==> config.mk <==
export PLATFORM = sky130hd
export DESIGN_NAME = friscv_gpio_responder_flat
export DESIGN_NICKNAME = d
export VERILOG_FILES = /design/src/rtl/friscv_gpio_responder_if.sv /design/src/rtl/friscv_gpio_responder.sv /design/src/flat_wrapper.sv
export SDC_FILE = /design/constraint.sdc
export NUM_CORES = 1
export LEC_CHECK = 0
export ABC_AREA = 0
export BUFFER_PORTS_ARGS = -buffer_cell sky130_fd_sc_hd__buf_2
export CAP_MARGIN = 20
export CORE_MARGIN = 5
export CORE_UTILIZATION = 30
export DETAILED_ROUTE_END_ITERATION = 16
export HOLD_SLACK_MARGIN = 0.03
export MAX_ROUTING_LAYER = met4
export PLACE_DENSITY = 0.52
export SLEW_MARGIN = 20
export SYNTH_ARGS = -nofsm -noshare
export SYNTH_HDL_FRONTEND = slang
export SYNTH_SLANG_ARGS = --single-unit
==> constraint.sdc <==
create_clock -name aclk -period 4 [get_ports aclk]
set_input_delay 0.4 -clock aclk [delete_from_list [all_inputs] [get_ports aclk]]
set_output_delay 0.4 -clock aclk [all_outputs]
set_load 0.1 [all_outputs]
==> src/rtl/friscv_gpio_responder_if.sv <==
// Slave-side memory request/response bundle used by the GPIO responder.
// The master holds slv_en until slv_ready; slv_rdata is meaningful only while slv_ready=1.
interface friscv_gpio_responder_if #(
  parameter int unsigned ADDRW = 16,
  parameter int unsigned XLEN  = 32
);
  logic              slv_en;
  logic              slv_wr;
  logic [ADDRW-1:0]  slv_addr;
  logic [XLEN-1:0]   slv_wdata;
  logic [XLEN/8-1:0] slv_strb;
  logic [XLEN-1:0]   slv_rdata;
  logic              slv_ready;

  modport master (
    output slv_en, slv_wr, slv_addr, slv_wdata, slv_strb,
    input  slv_rdata, slv_ready
  );

  modport slave (
    input  slv_en, slv_wr, slv_addr, slv_wdata, slv_strb,
    output slv_rdata, slv_ready
  );
endinterface

==> src/rtl/friscv_gpio_responder.sv <==
// GPIO register bank (OUT, OE, IN, RISE) behind a fixed-latency slave port.
// Each accepted request yields one registered ready pulse LATENCY cycles after acceptance.
module friscv_gpio_responder #(
  parameter int unsigned ADDRW          = 16,
  parameter int unsigned XLEN           = 32,
  parameter int unsigned GPIO_BASE_ADDR = 0,
  parameter int unsigned LATENCY        = 1
) (
  input  logic                          aclk,
  input  logic                          aresetn,
  input  logic                          srst,
  friscv_gpio_responder_if.slave        slv,
  input  logic [XLEN-1:0]               gpio_in,
  output logic [XLEN-1:0]               gpio_out,
  output logic [XLEN-1:0]               gpio_oe
);

  localparam logic [ADDRW-1:0] Base  = ADDRW'(GPIO_BASE_ADDR);
  localparam logic [3:0]       LatM1 = 4'(LATENCY - 1);

  typedef enum logic [1:0] {StIdle, StWait, StResp} state_e;

  state_e            state_q;
  logic [3:0]        cnt_q;
  logic              req_wr_q;
  logic [ADDRW-1:0]  req_addr_q;
  logic [XLEN-1:0]   req_wdata_q;
  logic [XLEN/8-1:0] req_strb_q;
  logic [XLEN-1:0]   rdata_q;
  logic              ready_q;

  logic [XLEN-1:0]   out_q, out_d, oe_q, oe_d, rise_q, rise_d;
  logic [XLEN-1:0]   sync1_q, sync2_q, prev_q;

  logic [ADDRW-1:0]  rd_addr;
  logic [2:0]        rd_dec, wr_dec;
  logic [XLEN-1:0]   rd_val, wmask, clr;
  logic              do_wr;

  // Returns {hit, word index}; anything outside the 16-byte window misses.
  function automatic logic [2:0] dec(input logic [ADDRW-1:0] a);
    logic [ADDRW-1:0] o;
    o   = a - Base;
    dec = {(a >= Base) && (o < ADDRW'(16)), o[3:2]};
  endfunction

  // Reads are sampled on the edge that enters RESP: live address when LATENCY=1.
  always_comb begin
    rd_addr = (state_q == StIdle) ? slv.slv_addr : req_addr_q;
    rd_dec  = dec(rd_addr);
    rd_val  = '0;
    if (rd_dec[2]) begin
      unique case (rd_dec[1:0])
        2'd0: rd_val = out_q;
        2'd1: rd_val = oe_q;
        2'd2: rd_val = sync2_q;
        2'd3: rd_val = rise_q;
      endcase
    end
  end

  always_comb begin
    for (int k = 0; k < XLEN / 8; k++) begin
      wmask[8*k +: 8] = {8{req_strb_q[k]}};
    end
    wr_dec = dec(req_addr_q);
    do_wr  = (state_q == StResp) && req_wr_q && wr_dec[2];
    out_d  = out_q;
    oe_d   = oe_q;
    clr    = '0;
    if (do_wr && wr_dec[1:0] == 2'd0) out_d = (out_q & ~wmask) | (req_wdata_q & wmask);
    if (do_wr && wr_dec[1:0] == 2'd1) oe_d = (oe_q & ~wmask) | (req_wdata_q & wmask);
    if (do_wr && wr_dec[1:0] == 2'd3) clr = req_wdata_q & wmask;
    // A new rising edge beats a simultaneous write-1-to-clear.
    rise_d = (rise_q & ~clr) | (sync2_q & ~prev_q);
  end

  always_ff @(posedge aclk or negedge aresetn) begin
    if (!aresetn) begin
      {sync1_q, sync2_q, prev_q} <= '0;
      {out_q, oe_q, rise_q}      <= '0;
    end else if (srst) begin
      {sync1_q, sync2_q, prev_q} <= '0;
      {out_q, oe_q, rise_q}      <= '0;
    end else begin
      sync1_q <= gpio_in;
      sync2_q <= sync1_q;
      prev_q  <= sync2_q;
      out_q   <= out_d;
      oe_q    <= oe_d;
      rise_q  <= rise_d;
    end
  end

  always_ff @(posedge aclk or negedge aresetn) begin
    if (!aresetn) begin
      state_q     <= StIdle;
      cnt_q       <= '0;
      req_wr_q    <= 1'b0;
      req_addr_q  <= '0;
      req_wdata_q <= '0;
      req_strb_q  <= '0;
      rdata_q     <= '0;
      ready_q     <= 1'b0;
    end else if (srst) begin
      state_q     <= StIdle;
      cnt_q       <= '0;
      req_wr_q    <= 1'b0;
      req_addr_q  <= '0;
      req_wdata_q <= '0;
      req_strb_q  <= '0;
      rdata_q     <= '0;
      ready_q     <= 1'b0;
    end else begin
      ready_q <= 1'b0;
      rdata_q <= '0;
      case (state_q)
        StIdle: begin
          if (slv.slv_en) begin
            req_wr_q    <= slv.slv_wr;
            req_addr_q  <= slv.slv_addr;
            req_wdata_q <= slv.slv_wdata;
            req_strb_q  <= slv.slv_strb;
            cnt_q       <= LatM1;
            if (LATENCY == 1) begin
              state_q <= StResp;
              ready_q <= 1'b1;
              rdata_q <= slv.slv_wr ? '0 : rd_val;
            end else begin
              state_q <= StWait;
            end
          end
        end
        StWait: begin
          if (cnt_q == 4'd1) begin
            state_q <= StResp;
            ready_q <= 1'b1;
            rdata_q <= req_wr_q ? '0 : rd_val;
          end else begin
            cnt_q <= cnt_q - 4'd1;
          end
        end
        StResp:  state_q <= StIdle;
        default: state_q <= StIdle;
      endcase
    end
  end

  assign slv.slv_ready = ready_q;
  assign slv.slv_rdata = rdata_q;
  assign gpio_out      = out_q;
  assign gpio_oe       = oe_q;

endmodule

==> src/flat_wrapper.sv <==
// flat-port wrapper written by rule: the top's interface ports become plain ports
module friscv_gpio_responder_flat 
#(
  parameter int unsigned ADDRW          = 16,
  parameter int unsigned XLEN           = 32,
  parameter int unsigned GPIO_BASE_ADDR = 0,
  parameter int unsigned LATENCY        = 1
)
  (aclk, aresetn, srst, gpio_in, gpio_out, gpio_oe, slv_slv_en, slv_slv_wr, slv_slv_addr, slv_slv_wdata, slv_slv_strb, slv_slv_rdata, slv_slv_ready);
  friscv_gpio_responder_if #(.ADDRW(ADDRW), .XLEN(XLEN)) slv_i ();
  input  logic aclk;
  input  logic aresetn;
  input  logic srst;
  input  logic [XLEN-1:0] gpio_in;
  output logic [XLEN-1:0] gpio_out;
  output logic [XLEN-1:0] gpio_oe;
  input wire logic [$bits(slv_i.slv_en)-1:0] slv_slv_en;
  input wire logic [$bits(slv_i.slv_wr)-1:0] slv_slv_wr;
  input wire logic [$bits(slv_i.slv_addr)-1:0] slv_slv_addr;
  input wire logic [$bits(slv_i.slv_wdata)-1:0] slv_slv_wdata;
  input wire logic [$bits(slv_i.slv_strb)-1:0] slv_slv_strb;
  output wire logic [$bits(slv_i.slv_rdata)-1:0] slv_slv_rdata;
  output wire logic [$bits(slv_i.slv_ready)-1:0] slv_slv_ready;
  assign slv_i.slv_en = slv_slv_en;
  assign slv_i.slv_wr = slv_slv_wr;
  assign slv_i.slv_addr = slv_slv_addr;
  assign slv_i.slv_wdata = slv_slv_wdata;
  assign slv_i.slv_strb = slv_slv_strb;
  assign slv_slv_rdata = slv_i.slv_rdata;
  assign slv_slv_ready = slv_i.slv_ready;
  friscv_gpio_responder #(.ADDRW(ADDRW), .XLEN(XLEN), .GPIO_BASE_ADDR(GPIO_BASE_ADDR), .LATENCY(LATENCY)) u_core (.aclk(aclk), .aresetn(aresetn), .srst(srst), .slv(slv_i), .gpio_in(gpio_in), .gpio_out(gpio_out), .gpio_oe(gpio_oe));
endmodule
**Word level (Yosys, flattened, before mapping)**

Cells that the tools add are included.

- Bitwise operators: 11
- $lt $le $gt $ge: 4
- Muxes and demuxes: 42
- Eq/ne operators: 11
- Reductions and logical operators: 18
- Add/subtract/negate cells: 1

Operator list:

| kind | number |
|---|---|
| 32-bit 2-to-1 mux | 18 |
| 32-bit bitwise AND | 5 |
| 32-bit case mux with 4 select lines | 1 |
| 32-bit inverter | 3 |
| 32-bit bitwise OR | 3 |
| 16-bit 2-to-1 mux | 4 |
| 32-bit case mux with 2 select lines | 1 |
| 16-bit by 1-bit >= comparator with 1-bit output (second input constant) | 2 |
| 16-bit by 5-bit less-than comparator with 1-bit output (second input constant) | 2 |
| 4-bit 2-to-1 mux | 6 |
| 2-bit equality test (second input constant) | 4 |
| 4-bit case mux with 2 select lines | 1 |
| 2-bit nonzero test | 4 |
| 1-bit logical AND | 7 |
| 2-bit by 1-bit equality test with 1-bit output (second input constant) | 3 |
| 2-bit zero test | 3 |
| 1-bit 2-to-1 mux | 6 |
| 2-bit 2-to-1 mux | 3 |
| 3-bit != test (second input constant) | 2 |
| 4-bit by 1-bit equality test with 1-bit output (second input constant) | 1 |
| 2-bit case mux with 2 select lines | 1 |
| 2-bit AND reduction | 2 |
| 4-bit by 1-bit subtractor with 4-bit output (second input constant) | 1 |
| 3-bit by 2-bit != test with 1-bit output (second input constant) | 1 |
| other kinds (3) | 3 |

- Register bits: 284
- Input port bits: 89

**Logic depth before layout (Yosys ltp)**

Gate-level depths: netlist of the first run.

- Depth after elaboration: 9
- Depth in mapped cells: 7

**Worst setup path before layout of the first run**

OpenSTA, ideal clock, no wires.

- Kind: register to register
- From: register u_core.state_q[1]
- To: register u_core.rdata_q[10], in the netlist u_core.slv.slv_rdata[10]
- Required time: 3878 ps
- Path buffers: 2
- Setup slack: 2251 ps
- Setup time: 122 ps
- Data arrival time: 1628 ps
- Cell stages (with the launch flop): 6
- Cells stage by stage: dfrtp_1 > buf_4 > mux2i_4 > buf_6 > mux4_2 > nor2b_1

- Longest elaborated chain between the ends: 9
- Elaborated cells on any way between the ends: 18

Ends and longest elaborated chain:

| item | line | RTL |
|---|---|---|
| from (decl) | friscv_gpio_responder.sv:23 | `state_e state_q;` |
| from (signal assigned) | friscv_gpio_responder.sv:97 | `state_q <= StIdle;` |
| from (signal assigned) | friscv_gpio_responder.sv:106 | `state_q <= StIdle;` |
| from (signal assigned) | friscv_gpio_responder.sv:126 | `state_q <= StResp;` |
| 2-bit zero test | friscv_gpio_responder.sv:49, friscv_gpio_responder.sv:117 |  |
| 16-bit 2-to-1 mux | friscv_gpio_responder.sv:49 | `rd_addr = (state_q == StIdle) ? slv.slv_addr : req_addr_q;` |
| 16-bit by 1-bit >= comparator with 1-bit output (tied with other cells) | friscv_gpio_responder.sv:44 | `dec = {(a >= Base) && (o < ADDRW'(16)), o[3:2]};` |
| 1-bit logical AND or 32-bit case mux with 4 select lines (tied branches) | friscv_gpio_responder.sv:44, friscv_gpio_responder.sv:53 |  |
| 32-bit 2-to-1 mux | friscv_gpio_responder.sv:52 | `if (rd_dec[2]) begin` |
| 32-bit 2-to-1 mux (on tied branches) | friscv_gpio_responder.sv:138, friscv_gpio_responder.sv:128 |  |
| 32-bit 2-to-1 mux (on tied branches) | friscv_gpio_responder.sv:135, friscv_gpio_responder.sv:119 |  |
| 32-bit case mux with 2 select lines (*) | friscv_gpio_responder.sv:117 | `case (state_q)` |
| 32-bit 2-to-1 mux (*) | friscv_gpio_responder.sv:105 | `end else if (srst) begin` |
| to (signal assigned) | friscv_gpio_responder.sv:128 | `rdata_q <= slv.slv_wr ? '0 : rd_val;` |
| to (signal assigned) | friscv_gpio_responder.sv:138 | `rdata_q <= req_wr_q ? '0 : rd_val;` |
| to (decl) | friscv_gpio_responder.sv:29 | `logic [XLEN-1:0] rdata_q;` |

Every way passes the cells marked *; elsewhere a longest branch is shown, timed or not.
A chain may end at the register's enable or synchronous reset.

**Final worst setup path of the first run**

- From: register u_core.req_addr_q[11]
- To: register u_core.oe_q[24], in the netlist u_core.gpio_oe[24]

- Longest elaborated chain between the ends: 5
- Elaborated cells on any way between the ends: 6

Ends and longest elaborated chain:

| item | line | RTL |
|---|---|---|
| from (decl) | friscv_gpio_responder.sv:26 | `logic [ADDRW-1:0] req_addr_q;` |
| from (signal assigned) | friscv_gpio_responder.sv:121 | `req_addr_q <= slv.slv_addr;` |
| 16-bit by 1-bit >= comparator with 1-bit output or 16-bit by 5-bit less-than comparator with 1-bit output (tied branches) | friscv_gpio_responder.sv:44 |  |
| 1-bit logical AND (*) | friscv_gpio_responder.sv:44 |  |
| 1-bit logical AND (*) | friscv_gpio_responder.sv:67 | `do_wr = (state_q == StResp) && req_wr_q && wr_dec[2];` |
| 1-bit logical AND (*) | friscv_gpio_responder.sv:72 | `if (do_wr && wr_dec[1:0] == 2'd1) oe_d = (oe_q & ~wmask) \| (req_wdata_q & wmask);` |
| 2-bit nonzero test (no line) (*) | -- |  |
| to (signal assigned) | friscv_gpio_responder.sv:81 | `{out_q, oe_q, rise_q} <= '0;` |
| to (signal assigned) | friscv_gpio_responder.sv:84 | `{out_q, oe_q, rise_q} <= '0;` |
| to (signal assigned) | friscv_gpio_responder.sv:90 | `oe_q <= oe_d;` |
| to (decl) | friscv_gpio_responder.sv:32 | `logic [XLEN-1:0] out_q, out_d, oe_q, oe_d, rise_q, rise_d;` |

Marks and branches as above.

==> impl_metrics.json, run 1 <==
{
  "status": "complete, no violations",
  "wl_met1_um": 15300,
  "fmax_ghz": 0.383,
  "wl_um": 32900,
  "dr.pass1.iters": 4,
  "wl_per_cell_um": 20.9,
  "fin_cells": 1577,
  "setup_ws_ns": 1.39,
  "regArea_mm2": 0.00693,
  "synth.avg_cell_area_um2": 12.2,
  "yosys.cell_types.count": 27,
  "netSwitchingPower_uw": 1540,
  "placedCellCount": 1515,
  "cts.sinks": 277,
  "pwr-share-seq_pct": 44.9,
  "synth_seq_cells": 277,
  "synth_area_mm2": 0.0112,
  "clock_latency_ns": 0.52,
  "io_pins": 186,
  "p_clk_share_pct": 48.7,
  "nFillCells": 3717,
  "crit_path_start_kind": "flip-flop",
  "coreArea_mm2": 0.0373,
  "routabilityCongestion": 0.725,
  "min_to": "u_core.sync1_q[1]",
  "grt_setup_unrepaired": "false",
  "ir_drop_mv": 0.329,
  "die-area_mm2": 0.0415,
  "synthCells": 921,
  "drtIter0Drc": 464,
  "die_w_um": 204,
  "postLayoutCellArea_mm2": 0.0138,
  "drv_cap": 0,
  "portBuffers": 183,
  "grt_pass1_wl_um": 51400,
  "leakagePower_uw": 0.00626,
  "dpl_cell_area_mm2": 0.0126,
  "reg2reg_depth": 5,
  "cts-root-buf": "clkbuf_16",
  "cp.required_ns": 4.42,
  "worst_pin_slew_ns": 1.12,
  "p_total_uw": 6600,
  "wl_met3_um": 1600,
  "overflow": 0,
  "cp.arrival_ns": 3.03,
  "fin_crit_ns": 2.61,
  "clockBufferDepth": 3,
  "cts_buffers": 34,
  "start_util_pct": 30.1,
  "drc_errors": 0,
  "post_cts_buffers": 0,
  "p_int_uw": 5060,
  "dp_hpwl_um": 20100,
  "min-delay-start": "gpio_in[1]",
  "drtAntennaViolNets": 0,
  "pre_cts_slack_ns": 1.43,
  "critPathKind": "reg2reg",
  "top_layer_used": "met4",
  "row_count": 71,
  "ys_warn_count": 0,
  "grt_antenna_before_repair": 3,
  "grt_pass1_vias": 8391,
  "min_period_over_period_pct": 65.2,
  "seq_area_frac_synth_pct": 61.6,
  "route.met2.wl_um": 15400,
  "worstPathMaxFanout": 34,
  "reg2reg_from": "u_core.req_addr_q[11]",
  "fin_nets": 1167,
  "hold_path_depth": 2,
  "htreeDepth": 2,
  "min_path_type": "in2reg",
  "p_per_area_mw_per_mm2": 478,
  "relSlewSlack_pct": 25.5,
  "grt_start_max_net_pins": 97,
  "clock_skew_ns": 0.0199,
  "cp-end-kind": "flip-flop",
  "setup_viol": 0,
  "final-max-slew-violation-count": 0,
  "die_h_um": 204,
  "tns_ns": 0,
  "combPwrFrac_pct": 6.4,
  "area_delta_synth_final_pct": 22.8,
  "finalHoldViolations": 0,
  "reg2reg_to": "u_core.gpio_oe[24]",
  "grt_usage_pct": 16.3,
  "num_vias": 8049,
  "viasPerCell": 5.10,
  "r2r_slack_ns": 1.39,
  "clk_pin_slew_ns": 0.06,
  "switching_share_pct": 23.3,
  "cts_tree": "done",
  "drive_gt1_share_pct": 27.6,
  "multiInputGateArea_mm2": 0.00396,
  "syn_nets": 1010
}
metal layers:
metal	vias up	global-route usage (%)
li1	3657	-
met1	4133	23.0
met2	214	24.7
met3	45	3.04
met4	0	3.78
met5	-	-
cells by family after synthesis:
| group | Yosys count | share of synthesized area (%) |
|---|---|---|
| simple gates | 278 | 15.5 |
| flops | 277 | 61.6 |
| compound gates | 245 | 12.6 |
| buf+inv | 87 | 3.50 |
| mux | 34 | 6.73 |
final cells by class:
type / instances / share of cell area, %
sequential: 277 / 50.2
multi-input combinational: 557 / 28.7
timing repair buffer: 207 / 8.26
clock buffer: 45 / 7.29
tap: 474 / 4.30
clock inverter: 13 / 1.20
antenna: 3 / 0.0544
inverter: 1 / 0.0272
cells in the final DEF (no fill, tap or decap), types with 2 or more instances in the layout:
cell type / count
a21oi_1: 96
a22o_1: 51
buf_12: 2
buf_2: 181
buf_4: 21
bufinv_16: 4
clkbuf_1: 3
clkbuf_16: 37
clkbuf_8: 5
clkinv_2: 9
dfrtp_1: 275
dfrtp_2: 2
diode_2: 3
mux2i_4: 2
mux4_2: 32
nand2_1: 8
nand2b_1: 32
nand4_1: 97
nor2b_1: 128
nor4_1: 4
o21ai_0: 89
o21ai_1: 7
synth_stat cells:
master	instances	area (µm²)
mux4_2	32	721
nor2_1	2	7.51
buf_6	3	33.8
nor4b_2	1	15.0
nor4b_1	1	8.76
nor3b_1	1	7.51
a22o_1	51	447
mux2i_2	1	13.8
a31oi_1	1	6.26
nor2b_1	129	807
o21ai_1	7	35.0
nor4_1	4	25.0
o21ai_0	89	445
clkbuf_1	61	229
nand4_1	97	607
or3b_1	1	8.76
mux2i_4	1	22.5
nor3b_4	1	18.8
buf_2	12	60.1
nand2b_1	32	200
and4_1	1	8.76
a21oi_1	97	485
nand2_1	8	30.0
inv_1	1	3.75
buf_4	8	60.1
buf_1	2	7.51
dfrtp_1	277	6930
state kept, by name, summed over array words and instances (netlist names):
signal                flops
u_core.gpio_oe           32
u_core.gpio_out          32
u_core.prev_q            32
u_core.req_addr_q        14
u_core.req_strb_q         4
u_core.req_wdata_q       32
u_core.req_wr_q           1
u_core.rise_q            32
u_core.slv.slv_rdata     32
u_core.slv.slv_ready      1
u_core.state_q            1
u_core.sync1_q           32
u_core.sync2_q           32
critical path: stages (launching register included):
cell and delay (ns):
dfrtp_1 0.39, nor4_1 0.44, and4_2 0.89, buf_4 0.47, nand4_1 0.13, a21oi_1 0.17
worst max-delay path by stage:
stage / startpoint / to / slack [ns] / cells past startpoint
floorplan: u_core.state_q[1] / u_core.slv.slv_rdata[10] / 2.25 / 5
global placement: u_core.req_addr_q[11] / u_core.gpio_oe[26] / 1.42 / 5
detailed placement: u_core.req_addr_q[11] / u_core.gpio_oe[19] / 1.43 / 5
CTS: u_core.req_addr_q[11] / u_core.gpio_oe[26] / 1.39 / 5
global route: u_core.req_addr_q[11] / u_core.gpio_out[25] / 1.19 / 5
finish: u_core.req_addr_q[11] / u_core.gpio_oe[24] / 1.39 / 5
repair_timing:
item / 4_1_cts / 5_1_grt
hold buffers: 1 / 0
hold endpoints to repair: 91 / 0
resized for setup: 0 / 0
power by group through the flow:
stage,sequential [µW],clock (µW),combinational (µW)
finish,2970,3210,422
CTS,2970,3310,437
detailed placement,3010,0,434
global placement,3010,0,432
floorplan,2980,0,242
global route,2980,3430,468
metrics by stage:
| step | hold slack (ns) | util [%] |
|---|---|---|
| after global placement | 0.442 | 33.8 |
| after detailed placement | 0.446 | 33.8 |
| after global routing | 0.0905 | 37.0 |
| after CTS | 0.0762 | 37.0 |
| final | 0.105 | 37.0 |
| after floorplan | 0.104 | - |
(Power assumes the default switching activity.)
==> run 2, diff against run 1 <==
Clock period 4 ns to 2.4 ns, I/O delays scaled along.
==> run 2 against run 1 <==
- clock power rose by 56%
- sequential share of layout area fell by 3.3 points
- cell count rose by 6.4%
- utilization rose by 2.6 points
- setup slack got worse by 1.1 ns
- design area rose by 7.0%
- global-route usage rose by 0.66 points
- routed wire length rose by 3.5%
==> impl_metrics.json, run 2 (synthesis results as in run 1) <==
{
  "worst_path_dominant_cell_family": "simple AND/OR/NAND/NOR gates",
  "relSlewSlack_pct": 30.3,
  "min_period_over_period_pct": 86.4,
  "num_vias": 8491,
  "crit_slowest_cell": "dfrtp_1",
  "grt_antenna_before_repair": 1,
  "worstPathMaxFanout": 64,
  "grt_setup_unrepaired": "false",
  "max_stage_delay_ns": 0.56,
  "post_cts_buffers": 0,
  "wl_per_cell_um": 20.3,
  "leakagePower_uw": 0.00667,
  "hold_path_depth": 3,
  "clock_skew_ns": 0.0135,
  "htreeDepth": 2,
  "ir_drop_mv": 0.372,
  "min_path_type": "in2reg",
  "drive_gt1_share_pct": 26.1,
  "fin_crit_ns": 2.07,
  "io_pins": 186,
  "setup_viol": 0,
  "drtIter0Drc": 590,
  "drtAntennaViolNets": 0,
  "dp_hpwl_um": 21000,
  "status": "complete, no violations",
  "row_count": 71,
  "cp-end-kind": "flip-flop",
  "reg2reg_depth": 6,
  "grt_start_max_net_pins": 97,
  "die-area_mm2": 0.0415,
  "cts_buffers": 34,
  "final_common_cell": "dfrtp_1",
  "coreArea_mm2": 0.0373,
  "cts-root-buf": "clkbuf_16",
  "fmax_ghz": 0.482,
  "drc_errors": 0,
  "drv_cap": 0,
  "final_cell_mix": "275 x dfrtp_1, 181 x buf_2, 128 x nor2b_1, 97 x nand4_1, 96 x a21oi_1",
  "portBuffers": 183,
  "fin_hold_ws_ns": 0.163,
  "cts_tree": "done",
  "start_util_pct": 30.1,
  "p_per_area_mw_per_mm2": 733,
  "cp.required_ns": 2.83,
  "area_delta_synth_final_pct": 31.3,
  "routabilityCongestion": 0.730,
  "die_h_um": 204,
  "grt_usage_pct": 17.0,
  "cts.sinks": 277,
  "die_w_um": 204,
  "cp.arrival_ns": 2.50,
  "grt_pass1_wl_um": 53600,
  "timing.critical_path.buf_inv": 2,
  "crit_path_start_kind": "flip-flop",
  "overflow": 0,
  "finalHoldViolations": 0,
  "tns_ns": 0,
  "fin_nets": 1267,
  "dr.pass1.iters": 5,
  "worst_pin_slew_ns": 1.04,
  "clock_latency_ns": 0.52,
  "cp_num_cells": 6,
  "wl_um": 34100,
  "clk_pin_slew_ns": 0.06,
  "grt_pass1_vias": 8835,
  "clockBufferDepth": 3,
  "viasPerCell": 5.06,
  "crit_chain": "buf_4 > nor4b_2 > and4_2 > buf_12 > nand4_1 > a21oi_1",
  "final-max-slew-violation-count": 0,
  "critPathKind": "reg2reg"
}
run 2: layout make-up:
| type | instances | area, µm² |
|---|---|---|
| Inverter | 1 | 3.75 |
| Antenna cell | 1 | 2.50 |
| Multi-Input combinational cell | 557 | 3960 |
| Clock buffer | 52 | 990 |
| Fill cell | 3627 | 22500 |
| Sequential cell | 277 | 6930 |
| Timing Repair Buffer | 307 | 2190 |
| Clock inverter | 9 | 101 |
| Tap cell | 474 | 593 |
run 2: metal layers:
| metal | vias to the layer above | share of wire [%] | global-route usage, % |
|---|---|---|---|
| met1 | 4302 | 46 | 23.8 |
| met5 | - | 0 | - |
| met3 | 59 | 5.7 | 3.04 |
| met2 | 274 | 46 | 25.4 |
| li1 | 3856 | - | - |
| met4 | 0 | 2.2 | 4.94 |
run 2: metrics by stage:
step / total power, µW / area [µm²] / utilization, % / setup WS, ns / instances
after floorplan: 5370 / 11200 / - / 0.651 / 921
after global placement: 5790 / 12800 / 34.4 / 0.329 / 1531
after detailed placement: 5800 / 12800 / 34.4 / 0.313 / 1531
after CTS: 11000 / 14800 / 39.6 / 0.285 / 1677
after global routing: 11300 / 14800 / 39.6 / 0.136 / 1678
final: 10800 / 14800 / 39.6 / 0.327 / 1678
run 2: path summary, 6_finish.rpt:
kind	end	slack (ns)	startpoint
max	u_core.gpio_oe[13]	0.33	u_core.state_q[1]
min	u_core.req_wdata_q[12]	0.16	srst
max reg2reg	u_core.gpio_oe[13]	0.33	u_core.state_q[1]
min reg2reg	u_core.sync2_q[10]	0.46	u_core.sync1_q[10]
max in group asynchronous	u_core.rise_q[6]	1.23	aresetn
min in group asynchronous	u_core.sync1_q[27]	0.28	aresetn
run 2: timing repair:
action                                 4_1_cts  5_1_grt
hold buffers                                85        0
resized for setup                            0        0
endpoints found under the hold margin      140        0
run 2: tightest hold or removal path, cell delays in order:
cell and delay, ns:
buf_6 0.12, a21oi_4 0.09, a22o_1 0.18
run 2: power breakdown:
part           switching [µW]  internal [µW]
clock network            1960           3060
logic                     483            386
registers                 120           4810
total                    2570           8260
